<file path="config.mk">
export PLATFORM = sky130hd
export DESIGN_NAME = bsg_fsb_test_node_responder
export DESIGN_NICKNAME = d
export VERILOG_FILES = /design/src/rtl/bsg_fsb_test_node_responder.sv
export SDC_FILE = /design/constraint.sdc
export NUM_CORES = 1
export LEC_CHECK = 0
export ABC_AREA = 1
export BUFFER_PORTS_ARGS = -buffer_cell sky130_fd_sc_hd__buf_4
export CORE_UTILIZATION = 53
export DETAILED_ROUTE_END_ITERATION = 8
export PLACE_DENSITY = 0.82
export SLEW_MARGIN = 10
export SYNTH_ARGS = -nofsm -noshare
export SYNTH_HDL_FRONTEND = slang
export SYNTH_SLANG_ARGS = --single-unit
</file>
<file path="constraint.sdc">
create_clock -name clk_i -period 1.8 [get_ports clk_i]
set_clock_uncertainty 0.05 [all_clocks]
set_input_delay 0 -clock clk_i [delete_from_list [all_inputs] [get_ports clk_i]]
set_output_delay 0 -clock clk_i [all_outputs]
set_load 0.05 [all_outputs]
</file>
<file path="src/rtl/bsg_fsb_test_node_responder.sv">
// FSB test-node client: checks stimulus packets from a master and answers each good one.
// Optional sequence checking is enabled by defining BSG_TEST_NODE_RESPONDER_SEQ_CHECK_EN.
module bsg_fsb_test_node_responder #(
    parameter int unsigned ring_width_p  = 80,
    parameter int unsigned master_id_p   = 0,
    parameter int unsigned client_id_p   = 2,
    parameter int unsigned num_packets_p = 16,
    parameter int unsigned seq_width_p   = 8
) (
    input  logic                    clk_i,
    input  logic                    reset_n_i,
    input  logic                    en_i,
    output logic                    done_o,
    output logic                    error_o,
    input  logic                    v_i,
    input  logic [ring_width_p-1:0] data_i,
    output logic                    ready_o,
    output logic                    v_o,
    output logic [ring_width_p-1:0] data_o,
    input  logic                    yumi_i
);

    localparam int unsigned payload_w_lp = ring_width_p - 5;
    localparam int unsigned cnt_w_lp     = $clog2(num_packets_p + 1);

    typedef enum logic [1:0] {
        e_idle,
        e_rx,
        e_tx,
        e_done
    } state_e;

    state_e                    state_r, state_n;
    logic [ring_width_p-1:0]   resp_r, resp_n;
    logic [cnt_w_lp-1:0]       cnt_r, cnt_n;
    logic                      err_r, err_n;

    logic [3:0]                rx_dest;
    logic                      rx_cmd;
    logic [payload_w_lp-1:0]   rx_payload;
    logic                      rx_good;

    assign rx_dest    = data_i[ring_width_p-1 -: 4];
    assign rx_cmd     = data_i[ring_width_p-5];
    assign rx_payload = data_i[payload_w_lp-1:0];
    assign rx_good    = (rx_dest == 4'(client_id_p)) && !rx_cmd;

`ifdef BSG_TEST_NODE_RESPONDER_SEQ_CHECK_EN
    logic [seq_width_p-1:0]    seq_r, seq_n;
    logic [seq_width_p-1:0]    rx_seq;

    assign rx_seq = rx_payload[seq_width_p-1:0];
`endif

    // Next-state, response capture, sent counter and sticky error
    always_comb begin
        state_n = state_r;
        resp_n  = resp_r;
        cnt_n   = cnt_r;
        err_n   = err_r;
`ifdef BSG_TEST_NODE_RESPONDER_SEQ_CHECK_EN
        seq_n   = seq_r;
`endif
        case (state_r)
            e_idle: begin
                if (en_i) state_n = e_rx;
            end
            e_rx: begin
                if (v_i && en_i) begin
                    if (rx_good) begin
                        resp_n  = {4'(master_id_p), 1'b0, rx_payload + payload_w_lp'(1)};
                        state_n = e_tx;
`ifdef BSG_TEST_NODE_RESPONDER_SEQ_CHECK_EN
                        if (rx_seq != seq_r) err_n = 1'b1;
                        seq_n = rx_seq + seq_width_p'(1);
`endif
                    end else begin
                        err_n = 1'b1;
                    end
                end
            end
            e_tx: begin
                if (yumi_i) begin
                    cnt_n   = cnt_r + cnt_w_lp'(1);
                    state_n = (cnt_n == cnt_w_lp'(num_packets_p)) ? e_done : e_rx;
                end
            end
            e_done: begin
                state_n = e_done;
            end
            default: begin
                state_n = e_idle;
            end
        endcase
    end

    always_ff @(posedge clk_i or negedge reset_n_i) begin
        if (!reset_n_i) begin
            state_r <= e_idle;
            resp_r  <= '0;
            cnt_r   <= '0;
            err_r   <= 1'b0;
`ifdef BSG_TEST_NODE_RESPONDER_SEQ_CHECK_EN
            seq_r   <= '0;
`endif
        end else begin
            state_r <= state_n;
            resp_r  <= resp_n;
            cnt_r   <= cnt_n;
            err_r   <= err_n;
`ifdef BSG_TEST_NODE_RESPONDER_SEQ_CHECK_EN
            seq_r   <= seq_n;
`endif
        end
    end

    // Outputs decode registered state; ready also follows en_i while receiving
    assign ready_o = (state_r == e_rx) && en_i;
    assign v_o     = (state_r == e_tx);
    assign done_o  = (state_r == e_done);
    assign data_o  = resp_r;
    assign error_o = err_r;

endmodule

</file>
Yosys cells after proc, flatten, opt, wreduce, memory -nomap -nowiden. Index checks and enable logic that the tools add are counted.

$add $sub $neg: 2. Equal/unequal tests: 9. Muxes and demuxes: 6. Bitwise logic cells: 1. Reduce and logical (&&, ||, !) cells: 9.

Operators by type and width (count): adder 75 x 1 -> 75 bit, second input constant (1); two-way mux 2 bit (5); case mux 2 bit (4 select lines) (1); != test 2 bit, second input constant (3); AND reduction 3 bit (2); adder 5 x 1 -> 5 bit, second input constant (1); == test 5 bit, second input constant (1); == test 2 bit, second input constant (2); == test 4 x 2 -> 1 bit, second input constant (1); AND reduction 4 bit (1); logical AND 1 bit (3); == test 2 x 1 -> 1 bit, second input constant (1); logical NOT 2 bit (1); != test 2 x 1 -> 1 bit, second input constant (1); AND reduction 2 bit (1); logical NOT 1 bit (1); NOT 1 bit (1).

Register bits after elaboration: 83. Input bits: 85. Output and inout bits: 84. Word-level logic and storage cells: 31.

Depth between registers and ports, before layout.
Depth in word-level cells: 5. Depth in mapped cells: 11. Gate-level depth less buffers: 11.

Worst setup path after synthesis. OpenSTA, ideal clock, no wires.

Kind: flip-flop to flip-flop. Start point: reg state_r[1]. End point: reg resp_r[5] (netlist: data_o[5]). Arrival: 1761 ps. Setup slack: -134 ps. Stages on the path, launching flop included: 10. Clock period less this slack: 1934 ps. Path through: dfrtp_1 nor2_1 inv_2 nor2_2 nand2_1 nor2_4 inv_2 clkbuf_1 nand2_1 nand2_1.

Word-level cells in the longest chain between the ends: 2.

RTL lines: start: declaration (RTL line 33) `state_e state_r, state_n;`; start signal: assignment (RTL line 99) `state_r <= e_idle;`; start signal: assignment (RTL line 107) `state_r <= state_n;`; == test 2 x 1 -> 1 bit (RTL line 64) `case (state_r)`; AND reduction 3 bit (no line); end signal: assignment (RTL line 108) `resp_r <= resp_n;`; end: declaration (RTL line 34) `logic [ring_width_p-1:0] resp_r, resp_n;`.

Every way passes these cells. A chain may end at the register's enable or synchronous reset.

Worst setup path in the final report.
Start point: in data_i[7]. End point: reg resp_r[73] (netlist: data_o[73]).

Word-level cells in the longest chain between the ends: 1.

RTL lines: start: declaration (RTL line 16) `input logic [ring_width_p-1:0] data_i,`; adder 75 x 1 -> 75 bit (RTL line 71) `resp_n = {4'(master_id_p), 1'b0, rx_payload + payload_w_lp'(1)};`.

Every way passes these cells.

==> results.json <==
{
  "detail-route-antenna-nets": 0,
  "netlist_top_cells_area": "dfrtp_1, nand2_1, nor2_1",
  "pwr-share-clk_pct": 32.2,
  "grt_pass1_wl_um": 33710,
  "min_period_ns": 1.764,
  "first_pass_iters": 6,
  "drv_cap": 0,
  "yosysTopAreaCellShare_pct": 36.34,
  "finalHoldViolations": 0,
  "rrSetupSlack_ns": 0.13,
  "grt_usage_pct": 39.50,
  "finalCritPeriodShare_pct": 98.00,
  "syn_to_final_growth_pct": 42.82,
  "power_frac_seq_pct": 46.7,
  "finalSetupViolations": 0,
  "diodes": 0,
  "cpLargestDelayFamily": "simple AND/OR/NAND/NOR gates",
  "hold_class": "input pin to flip-flop",
  "slowest_stage": "dlygate4sd3_1",
  "die_w_um": 105.8,
  "cpMostUsedCell": "nand2_1",
  "syn_avg_cell_area_um2": 6.547,
  "synthAdderAreaFrac_pct": 0.6567,
  "drcViolationCount": 0,
  "drive_above_1_share_pct": 22.11,
  "crit_type": "input pin to flip-flop",
  "worstMarginPinSlew_ns": 0.7337,
  "slowest_delay_ns": 0.54,
  "ys_warn_count": 0,
  "comb_power_share_pct": 21.1,
  "core_area_um2": 10370,
  "floorplan.initialDensity_pct": 55.12,
  "vdd_drop_max_mv": 0.3120,
  "wl_um": 21860,
  "clockRootBuffer": "clkbuf_8",
  "vias": 6857,
  "run_status": "completed",
  "worstSetupEndpointType": "flip-flop",
  "gp_congestion": 0.9688,
  "viasPerCell": 5.433,
  "ctsLongestPathBuffers": 2,
  "intPower_uw": 2792,
  "post-route-util_pct": 78.72,
  "cp.buffers_inverters": 2,
  "p_leak_uw": 0.004017,
  "grt_start_max_net_pins": 42,
  "numCtsBuffers": 9,
  "clock-sinks": 83,
  "synth_top_area_cell": "dfrtp_1",
  "fp-row-count": 37,
  "synth_top_family_by_area": "simple AND/OR/NAND/NOR gates",
  "arrival_ns": 2.03,
  "clk_latency_ns": 0.38,
  "crit_fanout": 4,
  "synth-xor-area-share_pct": 6.589,
  "ys_seq_elements": 83,
  "htree_levels": 3,
  "netlist_area_um2": 5715,
  "async_flop_share_pct": 100.0,
  "portBuffers": 163,
  "power_density_nw_per_um2": 502.6,
  "yosys.area_share.simple_pct": 44.92,
  "postPlaceCellArea_um2": 7113,
  "synth-compound-area-share_pct": 5.144,
  "worstHoldStart": "data_i[40]",
  "ios": 169,
  "synth_cell_types": 33,
  "synth_cells": 873,
  "slew_violations": 0,
  "drt-wirelength-per-cell_um": 17.32,
  "cp_data_required_time_ns": 2.07,
  "p_switching_uw": 1311,
  "muxShareOfSynthArea_pct": 0,
  "first_iter_violations": 663,
  "antenna_found_initial": 0,
  "die_area_um2": 11200,
  "grt.overflow.total": 0,
  "max_freq_mhz": 566.9,
  "worstSetupStartpointType": "input pin",
  "grt_pass1_vias": 6710,
  "fillers": 788,
  "synth_edf_count": 0,
  "dp_hpwl_um": 15250,
  "yosysSeqAreaShare_pct": 36.34,
  "clk_pin_slew_ns": 0.09,
  "slew_headroom_pct": 51.01,
  "final_area_um2": 8163,
  "r2r-start": "state_r[1]$_DFFE_PN0P_",
  "cp-startpoint": "data_i[7]",
  "cts_tree": "done",
  "final_net_count": 1209,
  "synth-main-ff-cell": "dfrtp_1",
  "die_h_um": 105.8,
  "swShare_pct": 31.95,
  "path_cells": "dlygate4sd3_1, buf_4, nand2_1, nor2_2, nand2_1, nor2_2, nand2_1, nor2_2, nand3_1, nand2_1, nand3_1, nand2_1"
}
## power groups by stage
stage                     logic (uW)  registers, uW  clock network [uW]
final                            867           1920                1320
after floorplan                  241           2040                   0
after global routing             918           1920                1400
after detailed placement         685           1950                   0
after global placement           681           1950                   0
after CTS                        827           1910                1320
## metrics by stage
step | worst slack, ns | std cells | setup TNS, ns | hold slack [ns] | total power [uW]
3_5_place_dp | 0.1272 | 1164 | 0 | -0.06263 | 2635
2_1_floorplan | 0.07095 | 877 | 0 | -0.3456 | 2277
6_report | 0.03597 | 1262 | 0 | 0.009874 | 4103
5_1_grt | -0.01191 | 1262 | -0.01752 | 0.01697 | 4239
4_1_cts | 0.02088 | 1258 | 0 | 0.004874 | 4056
3_3_place_gp | 0.1753 | 1164 | 0 | -0.06679 | 2631
## layout make-up
type	count	area, um^2	share of cell area (%)
clock inverter	7	58.81	0.7204
tap	136	170.2	2.085
clock buffer	9	123.9	1.517
timing repair buffer	252	2125	26.03
inverter	67	257.7	3.158
multi-input combinational	708	3351	41.05
sequential	83	2077	25.44
## flip-flops by register name, summed over array words and instances, names as in the netlist
name     flops
cnt_r        5
error_o      1
data_o      75
state_r      2
## final timing paths
| check | end | cells after the start |
|---|---|---|
| worst max-delay path | data_o[73]$_DFFE_PN0P_ | 12 |
| worst max register to register | error_o$_DFFE_PN0P_ | 6 |
| worst min-delay path | data_o[40]$_DFFE_PN0P_ | 5 |
| min in group asynchronous | data_o[13]$_DFFE_PN0P_ | 2 |
| worst min register to register | data_o[1]$_DFFE_PN0P_ | 2 |
| max in group asynchronous | data_o[22]$_DFFE_PN0P_ | 3 |
## cell families after synthesis
group / after synthesis
simple gates: 601
buf+inv: 86
flops: 83
compound gates: 56
xor+xnor: 43
fa+ha+maj: 3
other cells: 1
## what timing repair did
action                                 in CTS  in global routing
setup endpoints to repair                   0                 44
endpoints found under the hold margin     159                  0
hold buffers                               78                  0
resized for setup                           0                 18
buffers inserted                            0                  4
## synthesized netlist by cell type, types with 6 or more instances
library cell	count
dfrtp_1	83
nand3_1	58
nor2_1	146
inv_1	60
buf_2	13
o21ai_1	16
o21ai_0	9
a21oi_1	25
nor2_2	16
nor2_4	10
nand4_1	16
nand2_2	6
inv_2	6
xnor2_1	16
xor2_1	27
nand2_1	329
## cell usage in the layout, fill, tap and decap left out, types with 13 or more instances in the layout
master         synthesis  routed
a21oi_1               25      25
buf_4                  5     171
dfrtp_1               83      83
dlygate4sd3_1          0      78
inv_1                 60      60
nand2_1              329     329
nand3_1               58      58
nand4_1               16      16
nor2_1               146     136
nor2_2                16      23
nor2_4                10      13
o21ai_1               16      15
xnor2_1               16      16
xor2_1                27      27
## worst register-to-register path: cells and delay by family, from the launching register on
kind	cells	cell delay, ns
AND/OR/NAND/NOR	3	0.34
buffers and inverters	2	0.63
flip-flops	1	0.43
AO/OA/AOI/OAI	1	0.16
## metal layers
| metal | track usage (%) | routed length [um] | up-vias |
|---|---|---|---|
| met2 | 66.53 | 10520 | 437 |
| met3 | 5.937 | 1922 | 112 |
| met1 | 48.91 | 8295 | 3089 |
| met5 | 0 | 0 | - |
| met4 | 20.54 | 1120 | 0 |
| li1 | - | - | 3219 |
No activity file was read; power rests on OpenSTA's default activity.
